==> src/rtl/fir_pkg.sv <==
// Shared types and constants for the FIR packet buffer.
// FSM states are one-hot; stored words are {sop, eop, data}.
package fir_pkg;

    typedef enum logic [2:0] {
        W_IDLE  = 3'b001,
        W_STORE = 3'b010,
        W_DROP  = 3'b100
    } wr_state_t;

    typedef enum logic [1:0] {
        R_IDLE = 2'b01,
        R_SEND = 2'b10
    } rd_state_t;

    // Flag positions above the data field of a stored word
    localparam int SOP_BIT = 1;
    localparam int EOP_BIT = 0;

endpackage

==> src/rtl/fir_pkt_ram.sv <==
// Simple dual-port RAM: one write port, one registered read port with enable.
// The read register holds its value while rd_en is low.
module fir_pkt_ram #(
    parameter int WIDTH = 18,
    parameter int DEPTH = 64
) (
    input  logic                     clk,
    input  logic                     wr_en,
    input  logic [$clog2(DEPTH)-1:0] wr_addr,
    input  logic [WIDTH-1:0]         wr_data,
    input  logic                     rd_en,
    input  logic [$clog2(DEPTH)-1:0] rd_addr,
    output logic [WIDTH-1:0]         rd_data
);

    logic [WIDTH-1:0] mem [DEPTH];

    always_ff @(posedge clk) begin
        if (wr_en)
            mem[wr_addr] <= wr_data;
        if (rd_en)
            rd_data <= mem[rd_addr];
    end

endmodule

==> src/rtl/fir_pkt_buffer.sv <==
// Store-and-forward packet FIFO behind the FIR stage: absorbs every input word,
// forwards only complete packets and drops whole packets that do not fit.
module fir_pkt_buffer
    import fir_pkg::*;
#(
    parameter int DATA_WIDTH = 16,
    parameter int DEPTH      = 64,
    parameter int CNT_WIDTH  = 8
) (
    input  logic                  clk,
    input  logic                  reset_n,
    output logic                  sink_ready,
    input  logic                  sink_valid,
    input  logic                  sink_startofpacket,
    input  logic                  sink_endofpacket,
    input  logic [DATA_WIDTH-1:0] sink_data,
    input  logic                  source_ready,
    output logic                  source_valid,
    output logic                  source_startofpacket,
    output logic                  source_endofpacket,
    output logic [DATA_WIDTH-1:0] source_data,
    output logic                  pkt_avail,
    output logic                  drop_pulse,
    output logic [CNT_WIDTH-1:0]  drop_count,
    output logic [CNT_WIDTH-1:0]  abort_count
);

    localparam int AW = $clog2(DEPTH);
    localparam int PW = AW + 1;
    localparam int WW = DATA_WIDTH + 2;
    localparam logic [PW-1:0]        DEPTH_P = PW'(DEPTH);
    localparam logic [CNT_WIDTH-1:0] CNT_MAX = {CNT_WIDTH{1'b1}};

    wr_state_t            wr_state_reg, wr_state_next;
    rd_state_t            rd_state_reg, rd_state_next;
    logic [PW-1:0]        wr_ptr_reg, wr_ptr_next;
    logic [PW-1:0]        commit_ptr_reg, commit_ptr_next;
    logic [PW-1:0]        rd_ptr_reg, rd_ptr_next;
    logic [PW-1:0]        pkt_cnt_reg, pkt_cnt_next;
    logic [CNT_WIDTH-1:0] drop_count_reg, drop_count_next;
    logic [CNT_WIDTH-1:0] abort_count_reg, abort_count_next;
    logic                 drop_pulse_reg;
    logic                 sink_ready_reg;

    logic                 accept, full, base_full, start_pkt;
    logic                 commit, drop, abort, rd_done;
    logic                 ram_we, ram_rd_en;
    logic [AW-1:0]        ram_waddr;
    logic [WW-1:0]        ram_q;
    logic                 q_eop;

    assign accept    = sink_valid & sink_ready_reg;
    assign full      = (wr_ptr_reg - rd_ptr_reg) == DEPTH_P;
    assign base_full = (commit_ptr_reg - rd_ptr_reg) == DEPTH_P;
    assign q_eop     = ram_q[DATA_WIDTH + EOP_BIT];

    // Write side: wr_ptr runs ahead speculatively, commit_ptr marks packet start
    always_comb begin
        wr_state_next   = wr_state_reg;
        wr_ptr_next     = wr_ptr_reg;
        commit_ptr_next = commit_ptr_reg;
        ram_we          = 1'b0;
        ram_waddr       = wr_ptr_reg[AW-1:0];
        start_pkt       = 1'b0;
        commit          = 1'b0;
        drop            = 1'b0;
        abort           = 1'b0;
        case (wr_state_reg)
            W_IDLE: begin
                if (accept && sink_startofpacket)
                    start_pkt = 1'b1;
            end
            W_STORE: begin
                if (accept) begin
                    if (sink_startofpacket) begin
                        abort     = 1'b1;
                        start_pkt = 1'b1;
                    end else if (full) begin
                        drop          = 1'b1;
                        wr_ptr_next   = commit_ptr_reg;
                        wr_state_next = sink_endofpacket ? W_IDLE : W_DROP;
                    end else begin
                        ram_we      = 1'b1;
                        wr_ptr_next = wr_ptr_reg + 1'b1;
                        if (sink_endofpacket) begin
                            commit          = 1'b1;
                            commit_ptr_next = wr_ptr_reg + 1'b1;
                            wr_state_next   = W_IDLE;
                        end
                    end
                end
            end
            W_DROP: begin
                if (accept && sink_startofpacket)
                    start_pkt = 1'b1;
                else if (accept && sink_endofpacket)
                    wr_state_next = W_IDLE;
            end
            default: wr_state_next = W_IDLE;
        endcase

        // A new packet always begins at commit_ptr, discarding any unfinished one
        if (start_pkt) begin
            ram_waddr = commit_ptr_reg[AW-1:0];
            if (base_full) begin
                drop          = 1'b1;
                wr_ptr_next   = commit_ptr_reg;
                wr_state_next = sink_endofpacket ? W_IDLE : W_DROP;
            end else begin
                ram_we      = 1'b1;
                wr_ptr_next = commit_ptr_reg + 1'b1;
                if (sink_endofpacket) begin
                    commit          = 1'b1;
                    commit_ptr_next = commit_ptr_reg + 1'b1;
                    wr_state_next   = W_IDLE;
                end else begin
                    wr_state_next = W_STORE;
                end
            end
        end
    end

    // Read side: RAM read register is the output register, fetched one word ahead
    always_comb begin
        rd_state_next = rd_state_reg;
        rd_ptr_next   = rd_ptr_reg;
        ram_rd_en     = 1'b0;
        rd_done       = 1'b0;
        case (rd_state_reg)
            R_IDLE: begin
                if (pkt_cnt_reg != '0) begin
                    ram_rd_en     = 1'b1;
                    rd_ptr_next   = rd_ptr_reg + 1'b1;
                    rd_state_next = R_SEND;
                end
            end
            R_SEND: begin
                if (source_ready) begin
                    rd_done = q_eop;
                    // Continue into the next packet only if it was committed before
                    // this cycle, so its first word is already in RAM.
                    if (!q_eop || pkt_cnt_reg > PW'(1)) begin
                        ram_rd_en   = 1'b1;
                        rd_ptr_next = rd_ptr_reg + 1'b1;
                    end else begin
                        rd_state_next = R_IDLE;
                    end
                end
            end
            default: rd_state_next = R_IDLE;
        endcase
    end

    always_comb begin
        pkt_cnt_next     = pkt_cnt_reg;
        drop_count_next  = drop_count_reg;
        abort_count_next = abort_count_reg;
        if (commit && !rd_done)
            pkt_cnt_next = pkt_cnt_reg + 1'b1;
        else if (!commit && rd_done)
            pkt_cnt_next = pkt_cnt_reg - 1'b1;
        if (drop && drop_count_reg != CNT_MAX)
            drop_count_next = drop_count_reg + 1'b1;
        if (abort && abort_count_reg != CNT_MAX)
            abort_count_next = abort_count_reg + 1'b1;
    end

    always_ff @(posedge clk or negedge reset_n) begin
        if (!reset_n) begin
            wr_state_reg    <= W_IDLE;
            rd_state_reg    <= R_IDLE;
            wr_ptr_reg      <= '0;
            commit_ptr_reg  <= '0;
            rd_ptr_reg      <= '0;
            pkt_cnt_reg     <= '0;
            drop_count_reg  <= '0;
            abort_count_reg <= '0;
            drop_pulse_reg  <= 1'b0;
            sink_ready_reg  <= 1'b0;
        end else begin
            wr_state_reg    <= wr_state_next;
            rd_state_reg    <= rd_state_next;
            wr_ptr_reg      <= wr_ptr_next;
            commit_ptr_reg  <= commit_ptr_next;
            rd_ptr_reg      <= rd_ptr_next;
            pkt_cnt_reg     <= pkt_cnt_next;
            drop_count_reg  <= drop_count_next;
            abort_count_reg <= abort_count_next;
            drop_pulse_reg  <= drop;
            sink_ready_reg  <= 1'b1;
        end
    end

    fir_pkt_ram #(
        .WIDTH (WW),
        .DEPTH (DEPTH)
    ) u_ram (
        .clk     (clk),
        .wr_en   (ram_we),
        .wr_addr (ram_waddr),
        .wr_data ({sink_startofpacket, sink_endofpacket, sink_data}),
        .rd_en   (ram_rd_en),
        .rd_addr (rd_ptr_reg[AW-1:0]),
        .rd_data (ram_q)
    );

    // The read register is not reset, so gate it with valid to keep outputs 0
    assign source_valid         = (rd_state_reg == R_SEND);
    assign source_startofpacket = source_valid & ram_q[DATA_WIDTH + SOP_BIT];
    assign source_endofpacket   = source_valid & q_eop;
    assign source_data          = source_valid ? ram_q[DATA_WIDTH-1:0] : '0;
    assign pkt_avail            = (pkt_cnt_reg != '0) | (rd_state_reg == R_SEND);
    assign drop_pulse           = drop_pulse_reg;
    assign drop_count           = drop_count_reg;
    assign abort_count          = abort_count_reg;
    assign sink_ready           = sink_ready_reg;

endmodule

==> config.mk <==
export PLATFORM = sky130hd
export DESIGN_NAME = fir_pkt_buffer
export DESIGN_NICKNAME = d
export VERILOG_FILES = /design/src/rtl/fir_pkg.sv /design/src/rtl/fir_pkt_ram.sv /design/src/rtl/fir_pkt_buffer.sv
export SDC_FILE = /design/constraint.sdc
export NUM_CORES = 1
export LEC_CHECK = 0
export CELL_PAD_IN_SITES_DETAIL_PLACEMENT = 0
export CELL_PAD_IN_SITES_GLOBAL_PLACEMENT = 2
export CORE_MARGIN = 1.5
export CORE_UTILIZATION = 42
export DETAILED_ROUTE_END_ITERATION = 8
export PLACE_DENSITY_LB_ADDON = 0.2
export SLEW_MARGIN = 20
export SYNTH_ARGS = -nofsm -noshare
export SYNTH_HDL_FRONTEND = slang
export SYNTH_HIERARCHICAL = 1
export SYNTH_SLANG_ARGS = --single-unit
==> constraint.sdc <==
create_clock -name clk -period 8.2 [get_ports clk]
set_input_delay 1.23 -clock clk [delete_from_list [all_inputs] [get_ports clk]]
set_output_delay 1.23 -clock clk [all_outputs]
set_load 0.05 [all_outputs]
==> metrics.txt, run 1 <==
leading area contributor after synthesis edfxtp_1; CP Data Required Time roughly 8.6 ns; IO Port Bufs 59; combinational fraction of design power between 20% and 30%; Clk pin slew, worst setup/hold paths around 0.060 ns; pwr/cell area between 300 and 400 nW/µm²; vias per inst about 5.8; commonest cells in the netlist 1170 x edfxtp_1, 300 x mux4_2, 109 x nor2_1; Net Sw Frac between 30% and 40%; Yosys cell types 70; Num CTS Buffers between 100 and 150; maximum root-to-sink buffer count 3; postcts setup bufs 0; post-route ant nets 0; Relative slew margins roughly a quarter; Iteration-0 DRC Markers 2412; most numerous cell in the Yosys netlist edfxtp_1; vias in the first global route approximately 24000; Worst-Skew Late Latency ~0.74 ns; Max-cap violations 0; largest net degree at the start of global routing 94; Worst setup SP type register; CP Capture Type register; sequential fraction of the synthesis area about three quarters; worst setup path class register to register; Min-Delay Endpoint pkt_cnt_reg[6]; die height 343 µm; worst-case reg-to-reg path depth 11; DRC violations left 0; Area contributors post-synth edfxtp_1 72%, mux4_2 14%, dfrtp_1 2.5%; outcome finished clean; global-route wire length before repair between 150 and 200 mm; final cycle utilization of the critical path 65.5%; #FFs+latches synth between 1000 and 1500; Crit-path slowest cell nor2_2; biggest regs u_ram/mem: 1152 flops, u_ram/rd_data: 18 flops; net count after synthesis around 2400; Syn Inst Count about 2400; Place WS ~2.5 ns; Netlist Area Pre-Place between 40000 and 50000 µm²; reg-to-reg endpoint u_ram/mem[8][16]; core area 114000 µm²; Final Setup Violations 0; Root Buffer clkbuf_16; # IOs 60; yosys warns 6; GPL Wtd Cong 0.855; Max Clk Rate between 0.15 and 0.2 GHz; grt ovf 0; setup_tns 0 ns; sequential power share between 40 and 50%; RSZ-0062 raised after global routing no; Reg with most FFs u_ram/mem; share of cells above drive strength 1 25.1%; Routed WL ~130 mm; fin. max-slew vios 0; Syn-to-layout area delta 13.6%; Psw around 6000 µW; Reg2Reg Setup Slack 2.83 ns; Finished Layout Cells roughly 4000; initial antenna violation count 3; Tmin final ~5.4 ns; worst-margin pin slew 1.10 ns; Critical Path, Cell by Cell inv_1, ha_1, nor2b_1, o211ai_1, a221oi_4, and2_1, o21ai_0, buf_4, nor2b_1, nand2_1, nor2_2; Clock power frac 31.7%; Worst Hold Path Cells 1; Lkg Pwr about 0.017 µW; GRT Resource Usage Total around 22%; crit path DAT 5.73 ns; WHS just under 0.5 ns; Detailed Place HPWL ~76 mm; Final Cell Area 55100 µm²; drt first pass iters 5; row cnt around 120; Critical Path Fanout Max 50; Yosys top cell area share 72.5%; Largest stage delay, worst path 1.09 ns; final hold vios 0; full die area around 120000 µm²; Hold Startpoint pkt_cnt_reg[6]; Setup WS post-layout approximately 2.8 ns; number of synthesized flops with an enable pin ~1200; ys async rst share 4.18%; most frequent CP cell nor2b_1; H-tree depth 4; Initial Utilization 42.4%; CTS tree built; peak supply drop around 0.26 mV; max reg flops about 1200; CTS Sinks roughly 1200; syn_area_per_cell between 20 and 25 µm²; post-layout net count between 2000 and 3000; dpl cells roughly 3900; r2r startpoint rd_ptr_reg[1]; worst min path class register to register; Area after DPL 50800 µm²; post_cts resized 0; CTS Hold Bufs 0; DR vias around 24000; internal power approximately 13000 µW; Top FF cell, synth edfxtp_1; WL/cell 30.9 µm; clk_skew roughly 0.024 ns; Die X between 300 and 400 µm
==> worst max-delay path: cells and delay by family (launching register included) <==
kind            cells  cell delay (ns)
fa+ha+maj           1             0.34
buf+inv             2             0.44
simple gates        5             2.46
flops               1             0.92
compound gates      3             0.79
==> placed cells by master (no fill, tap or decap), types with 19 or more instances in the layout <==
| cell | netlist | routed |
|---|---|---|
| o21ai_0 | 49 | 49 |
| mux4_2 | 300 | 300 |
| and2_1 | 22 | 22 |
| a21oi_1 | 57 | 57 |
| buf_4 | 19 | 55 |
| mux2_2 | 19 | 19 |
| nor2_1 | 109 | 63 |
| inv_1 | 24 | 24 |
| clkbuf_16 | 0 | 139 |
| nand2_1 | 52 | 52 |
| mux2i_1 | 70 | 70 |
| clkinv_1 | 0 | 26 |
| clkdlybuf4s50_1 | 0 | 40 |
| dfrtp_1 | 49 | 44 |
| xor2_1 | 20 | 20 |
| ha_1 | 23 | 23 |
| o21ai_1 | 23 | 22 |
| nand3_1 | 26 | 26 |
| clkbuf_1 | 48 | 28 |
| edfxtp_1 | 1170 | 1170 |
| o22ai_1 | 31 | 31 |
| nor2_2 | 0 | 34 |
==> power by group through the flow <==
stage | registers [µW] | clock network, µW | logic (µW)
floorplan | 7270 | 0 | 3530
global placement | 7540 | 0 | 5190
detailed placement | 7550 | 0 | 5210
CTS | 7420 | 5950 | 5220
global route | 7440 | 6180 | 5470
finish | 7410 | 5830 | 5170
==> cell families (layout without fill, tap and decap cells) <==
logic type | Yosys count | count (layout) | share of synthesized area [%]
muxes | 390 | 390 | 15.8
buffers and inverters | 142 | 370 | 1.56
DFF | 1221 | 1221 | 75.1
adders and majority gates | 23 | 23 | 0.594
AOI/OAI and AO/OA | 237 | 237 | 3.16
and+or+nand+nor | 305 | 305 | 3.06
xor gates and xnor gates | 37 | 37 | 0.668
other | 1 | 3 | 0.00774
==> metal layers <==
layer / up-vias / part of all wire [%] / GRT usage (%)
met4: 0 / 1.4 / 5.11
met2: 855 / 47 / 33.8
met3: 117 / 7.2 / 4.28
met5: - / 0 / 0
met1: 12858 / 44 / 32.2
li1: 10020 / - / -
==> worst max-delay path by stage <==
stage / start / to / cells after the start
after floorplan: sink_valid / u_ram/mem[48][0] / 7
after global placement: sink_valid / u_ram/mem[19][14] / 7
after detailed placement: sink_valid / u_ram/mem[59][5] / 7
after CTS: rd_ptr_reg[1] / u_ram/mem[24][6] / 11
after global routing: rd_ptr_reg[1] / u_ram/mem[8][15] / 11
final: rd_ptr_reg[1] / u_ram/mem[8][16] / 11
==> per-stage QoR <==
stage | utilization, % | power (µW)
2_1_floorplan | - | 10800
3_3_place_gp | 44.4 | 12700
3_5_place_dp | 44.4 | 12800
4_1_cts | 48.1 | 18600
5_1_grt | 48.2 | 19100
6_report | 48.2 | 18400
==> area by class of cell <==
| class | count | area (µm²) |
|---|---|---|
| Antenna cell | 2 | 5.00 |
| Clock inverter | 69 | 657 |
| Fill cell | 9213 | 59200 |
| Sequential cell | 1221 | 36400 |
| Inverter | 24 | 90.1 |
| Clock buffer | 169 | 3610 |
| Multi-Input combinational cell | 993 | 11500 |
| Tap cell | 1512 | 1890 |
| Timing Repair Buffer | 108 | 908 |
Note: power is estimated with default switching activity, not from simulation.
==> run 2, diff against run 1 <==
Clock period 8.2 ns to 4.56 ns, I/O delays scaled along.
==> run 2 against run 1 <==
  * Global-route usage about the same
  * Core utilization is 0.50 points higher
  * Flip-flop and latch count did not move
  * Largest cell class unchanged
==> metrics.txt, run 2 (same netlist as run 1, synthesis figures left out) <==
share of cells above drive strength 1 a little over a quarter; Reg with most FFs u_ram/mem; CTS Hold Bufs 0; Relative slew margins 30.3%; full die area approximately 120000 µm²; DRC violations left 0; pwr/cell area a little under 600 nW/µm²; global-route wire length before repair 181 mm; buffer and inverter count on the worst path 6; Detailed Place HPWL roughly 77 mm; Critical Path Fanout Max 12; Lkg Pwr 0.0177 µW; row cnt 124; peak supply drop ~0.5 mV; Critical Path Stages 14; crit path DAT ~4.6 ns; CTS tree built; Critical Path, Cell by Cell inv_1, ha_1, o211ai_1, a2111oi_4, buf_4, and2_1, buf_4, o21ai_0, buf_4, nor2b_1, nand3_1, buf_4, nor2_2, buf_12; Die X about 340 µm; H-tree depth 4; RSZ-0062 raised after global routing no; Area after DPL about 50000 µm²; combinational fraction of design power ~30%; Worst-Skew Late Latency approximately 0.75 ns; CTS Sinks 1221; max reg flops about 1200; initial antenna violation count 11; Iteration-0 DRC Markers 2412; IO Port Bufs 59; biggest regs u_ram/mem: 1152 flops, u_ram/rd_data: 18 flops; worst-margin pin slew 1.04 ns; core area 114000 µm²; setup_tns 0 ns; multi-input combinational cell area around 11000 µm²; fin. max-slew vios 0; Clock power frac a little under a third; Psw ~11000 µW; Tmin final around 4.1 ns; Syn-to-layout area delta 14.8%; GRT Resource Usage Total a little over a fifth; CP Data Required Time roughly 5.0 ns; drt first pass iters 5; clk_skew around 0.028 ns; internal power 22400 µW; WHS between 0.06 and 0.07 ns; # IOs 60; Reg2Reg Setup Slack between 0.4 and 0.5 ns; critical path's top delay family buffers and inverters; GPL Wtd Cong about 0.85; Num CTS Buffers 130; register area around 36000 µm²; post-route ant nets 0; most frequent cells in the layout 1170 x edfxtp_1, 300 x mux4_2, 131 x clkbuf_16; Final Setup Violations 0; worst min path class primary input to async pin; Worst setup SP type register; largest net degree at the start of global routing approximately 120; worst-case reg-to-reg path depth 14; Root Buffer clkbuf_16; Final Cell Area roughly 56000 µm²; worst setup path class register to register; Largest stage delay, worst path 0.49 ns; DR vias between 20000 and 25000; vias per inst 5.78; Setup WS post-layout approximately 0.45 ns; Max-cap violations 0; maximum root-to-sink buffer count 3; die height roughly 340 µm; final cycle utilization of the critical path 90.2%; filler instances just over 9000; Initial Utilization a little over two fifths; Net Sw Frac a little under a third; post-layout net count approximately 2600; Routed WL 126 mm; final hold vios 0; vias in the first global route 24426; post_cts resized 0; CP Capture Type register; Crit-path slowest cell dfrtp_4; WL/cell 30.2 µm; most common cell after layout, fill and taps aside edfxtp_1; Clk pin slew, worst setup/hold paths about 0.060 ns; postcts setup bufs 0; outcome finished clean; grt ovf 0; most frequent CP cell buf_4; Max Clk Rate 0.243 GHz; Place WS roughly 0.43 ns; sequential power share between 30% and 40%
run 2: changes by cell type in the layout (fill, tap and decap cells not counted), moves of 4 or more:
cell,change
nor2_4,-12
inv_16,+4
nor2_2,+12
clkbuf_1,-6
buf_12,+10
buf_4,+69
clkinv_1,+6
clkbuf_16,-8
run 2: layout make-up:
type                    count  share of cell area, %
well taps                1512                   3.40
clock buffers             155                   6.09
diodes                      1                0.00450
inverters                  24                  0.162
clock inverters            78                   1.42
repair buffers            189                   2.94
flip-flops and latches   1221                   65.4
multi-input cells         993                   20.6
run 2: power groups by stage:
stage	sequential, µW	combinational (µW)	clock (µW)
after global placement	13200	9820	0
final	12900	9720	10300
after CTS	12900	9870	10500
after global routing	13000	10300	10900
after floorplan	13100	6350	0
after detailed placement	13200	9850	0
run 2: worst reg2reg max path, delay by kind of cell (launching register included):
family	cells	cell delay, ns
and+or+nand+nor	4	0.96
AOI/OAI and AO/OA	3	0.86
buffers and inverters	6	1.21
adders and majority gates	1	0.31
DFF	1	0.49
run 2: path summary, 6_finish.rpt:
kind,start,end
max,rd_ptr_reg[4],u_ram/mem[62][1]
min,reset_n,drop_count[7]
max reg2reg,rd_ptr_reg[4],u_ram/mem[62][1]
min reg2reg,pkt_cnt_reg[6],pkt_cnt_reg[6]
max in group asynchronous,reset_n,rd_state_reg[0]
min in group clk,sink_data[10],u_ram/mem[43][10]
run 2: metrics by stage:
stage               utilization, %  std cells  total power (µW)
global route                  48.7       4172             34200
CTS                           48.7       4172             33300
floorplan                        -       2356             19400
finish                        48.7       4173             33000
global placement              45.0       3939             23000
detailed placement            45.0       3939             23000
run 2: metal layers:
| metal | vias up | part of all wire [%] | global-route usage (%) | wire length [µm] |
|---|---|---|---|---|
| li1 | 10165 | - | - | - |
| met1 | 13013 | 42 | 31.0 | 53500 |
| met2 | 771 | 49 | 35.4 | 62100 |
| met3 | 152 | 6.2 | 3.58 | 7870 |
| met4 | 6 | 1.9 | 5.37 | 2420 |
| met5 | - | 0.031 | 0 | 39 |
==> run 3, diff against run 2 <==
Settings changed: REMOVE_ABC_BUFFERS from default to 1, SKIP_LAST_GASP from default to 1.
==> run 3 against run 2 <==
  * Sequential share of layout area decreased by 0.59 points
  * Total power is 1.6% lower
  * Design area grew 0.91%
  * Wire length decreased by 3.4%
  * Combinational power is 0.4% lower
  * Flip-flop and latch count stayed put
  * Non-clock buffer count rose by 14
  * Worst setup slack gained 0.30 ns
  * Largest power group unchanged
  * Highest routed layer is now met4
==> metrics.txt, run 3 (same netlist as run 1, synthesis figures left out) <==
outcome finished clean; row cnt roughly 120; largest net degree at the start of global routing ~110; r2r startpoint rd_ptr_reg[3]; Reg with most FFs u_ram/mem; Hold Startpoint sink_endofpacket; DR vias around 24000; Max-cap violations 0; final hold vios 0; grt ovf 0; worst-margin pin slew between 0.9 and 1 ns; Relative slew margins about two fifths; Worst Hold Path Cells 3; GRT Resource Usage Total approximately a fifth; Iteration-0 DRC Markers 2181; H-tree depth 4; Max Clk Rate 0.262 GHz; vias per inst 5.73; global-route wire length before repair about 180 mm; post-layout net count about 2600; reg-to-reg endpoint pkt_cnt_reg[6]; Routed WL 122 mm; setup_tns 0 ns; Worst-Skew Late Latency roughly 0.73 ns; postcts setup bufs 0; DRC violations left 0; most common cell after layout, fill and taps aside edfxtp_1; pwr/cell area around 580 nW/µm²; post-route ant nets 0; most frequent cells in the layout 1170 x edfxtp_1, 300 x mux4_2, 134 x clkbuf_16; combinational fraction of design power about 30%; Final Setup Violations 0; CP Capture Type register; filler instances 9183; Root Buffer clkbuf_16; maximum root-to-sink buffer count 3; worst-case reg-to-reg path depth 13; die height about 340 µm; GPL Wtd Cong roughly 0.8; Initial Utilization 42.4%; # IOs 60; Net Sw Frac roughly 31%; Lkg Pwr roughly 0.018 µW; Syn-to-layout area delta 15.9%; peak supply drop between 0.4 and 0.5 mV; full die area 117000 µm²; Tmin final roughly 3.8 ns; biggest regs u_ram/mem: 1152 flops, u_ram/rd_data: 18 flops; Worst setup SP type register; max reg flops 1152; crit path DAT 4.43 ns; IO Port Bufs 59; Clk pin slew, worst setup/hold paths 0.06 ns; fin. max-slew vios 0; clk_skew between 0.02 and 0.025 ns; WL/cell roughly 29 µm; share of cells above drive strength 1 between 20% and 30%; sequential power share a little under 40%; Min-Delay Endpoint commit_ptr_reg[0]; Clock power frac a little under a third; CTS Hold Bufs 1; CTS tree built; Psw about 10000 µW; CTS Sinks 1221; total power 32400 µW; Place WS about 0.5 ns; CP Data Required Time roughly 5.2 ns; worst min path class primary input to register; Detailed Place HPWL about 71 mm; worst setup path class register to register; Setup WS post-layout around 0.75 ns; Critical Path Fanout Max 7; Reg2Reg Setup Slack roughly 0.75 ns; dpl cells between 3000 and 4000; Die X around 340 µm; post_cts resized 0; Num CTS Buffers around 130; core area about 110000 µm²; RSZ-0062 raised after global routing no; vias in the first global route 24678; final cycle utilization of the critical path 83.6%; WHS roughly 0.35 ns; initial antenna violation count 4; internal power ~22000 µW; drt first pass iters 7; Finished Layout Cells approximately 4200
[run 3: final cells by class]
cell class / count / area [µm²] / area share [%]
Clock buffer: 175 / 3510 / 6.24
Inverter: 24 / 90.1 / 0.160
Antenna cell: 3 / 7.51 / 0.0134
Timing Repair Buffer: 203 / 2370 / 4.22
Multi-Input combinational cell: 993 / 11500 / 20.4
Tap cell: 1512 / 1890 / 3.37
Clock inverter: 53 / 402 / 0.715
Sequential cell: 1221 / 36400 / 64.9
[run 3: power by group through the flow]
stage | registers [µW] | logic [µW] | clock network, µW
3_3_place_gp | 13100 | 9840 | 0
2_1_floorplan | 13900 | 5090 | 0
3_5_place_dp | 13200 | 9860 | 0
4_1_cts | 12900 | 9890 | 10100
5_1_grt | 13000 | 10300 | 10500
6_report | 12900 | 9680 | 9840
[run 3: worst max-delay path by stage]
stage / startpoint / endpoint / slack [ns] / depth (start not counted)
after floorplan: rd_ptr_reg[0] / u_ram/mem[49][0] / -8.88 / 7
after global routing: rd_state_reg[0] / source_data[6] / 0.51 / 5
after detailed placement: sink_valid / u_ram/mem[28][10] / 0.50 / 9
final: rd_ptr_reg[3] / pkt_cnt_reg[6] / 0.75 / 13
after CTS: rd_state_reg[0] / source_data[9] / 0.64 / 5
after global placement: sink_valid / u_ram/mem[28][10] / 0.54 / 9
[run 3: critical path: stages (launching register included)]
cell and delay, ns:
dfrtp_4 0.49, inv_1 0.11, ha_1 0.29, xor2_1 0.16
or4_1 0.45, a21oi_2 0.15, buf_4 0.15, a211oi_1 0.08
or2_1 0.39, ha_1 0.33, or4b_2 0.71, nor3_1 0.15
o21bai_1 0.09, xnor2_1 0.13
[run 3: metrics by stage]
step	utilization, %	instance area, µm²
2_1_floorplan	-	47800
3_3_place_gp	45.7	52200
3_5_place_dp	45.7	52200
4_1_cts	49.1	56200
5_1_grt	49.1	56200
6_report	49.1	56200
[run 3: metal layers]
layer	share of wire, %	routed length (µm)	GRT usage (%)	vias to the layer above
li1	-	-	-	10207
met1	44	53200	30.4	12878
met4	2.0	2480	5.84	0
met3	6.3	7700	3.85	153
met5	0	0	0	-
met2	48	58300	33.2	728
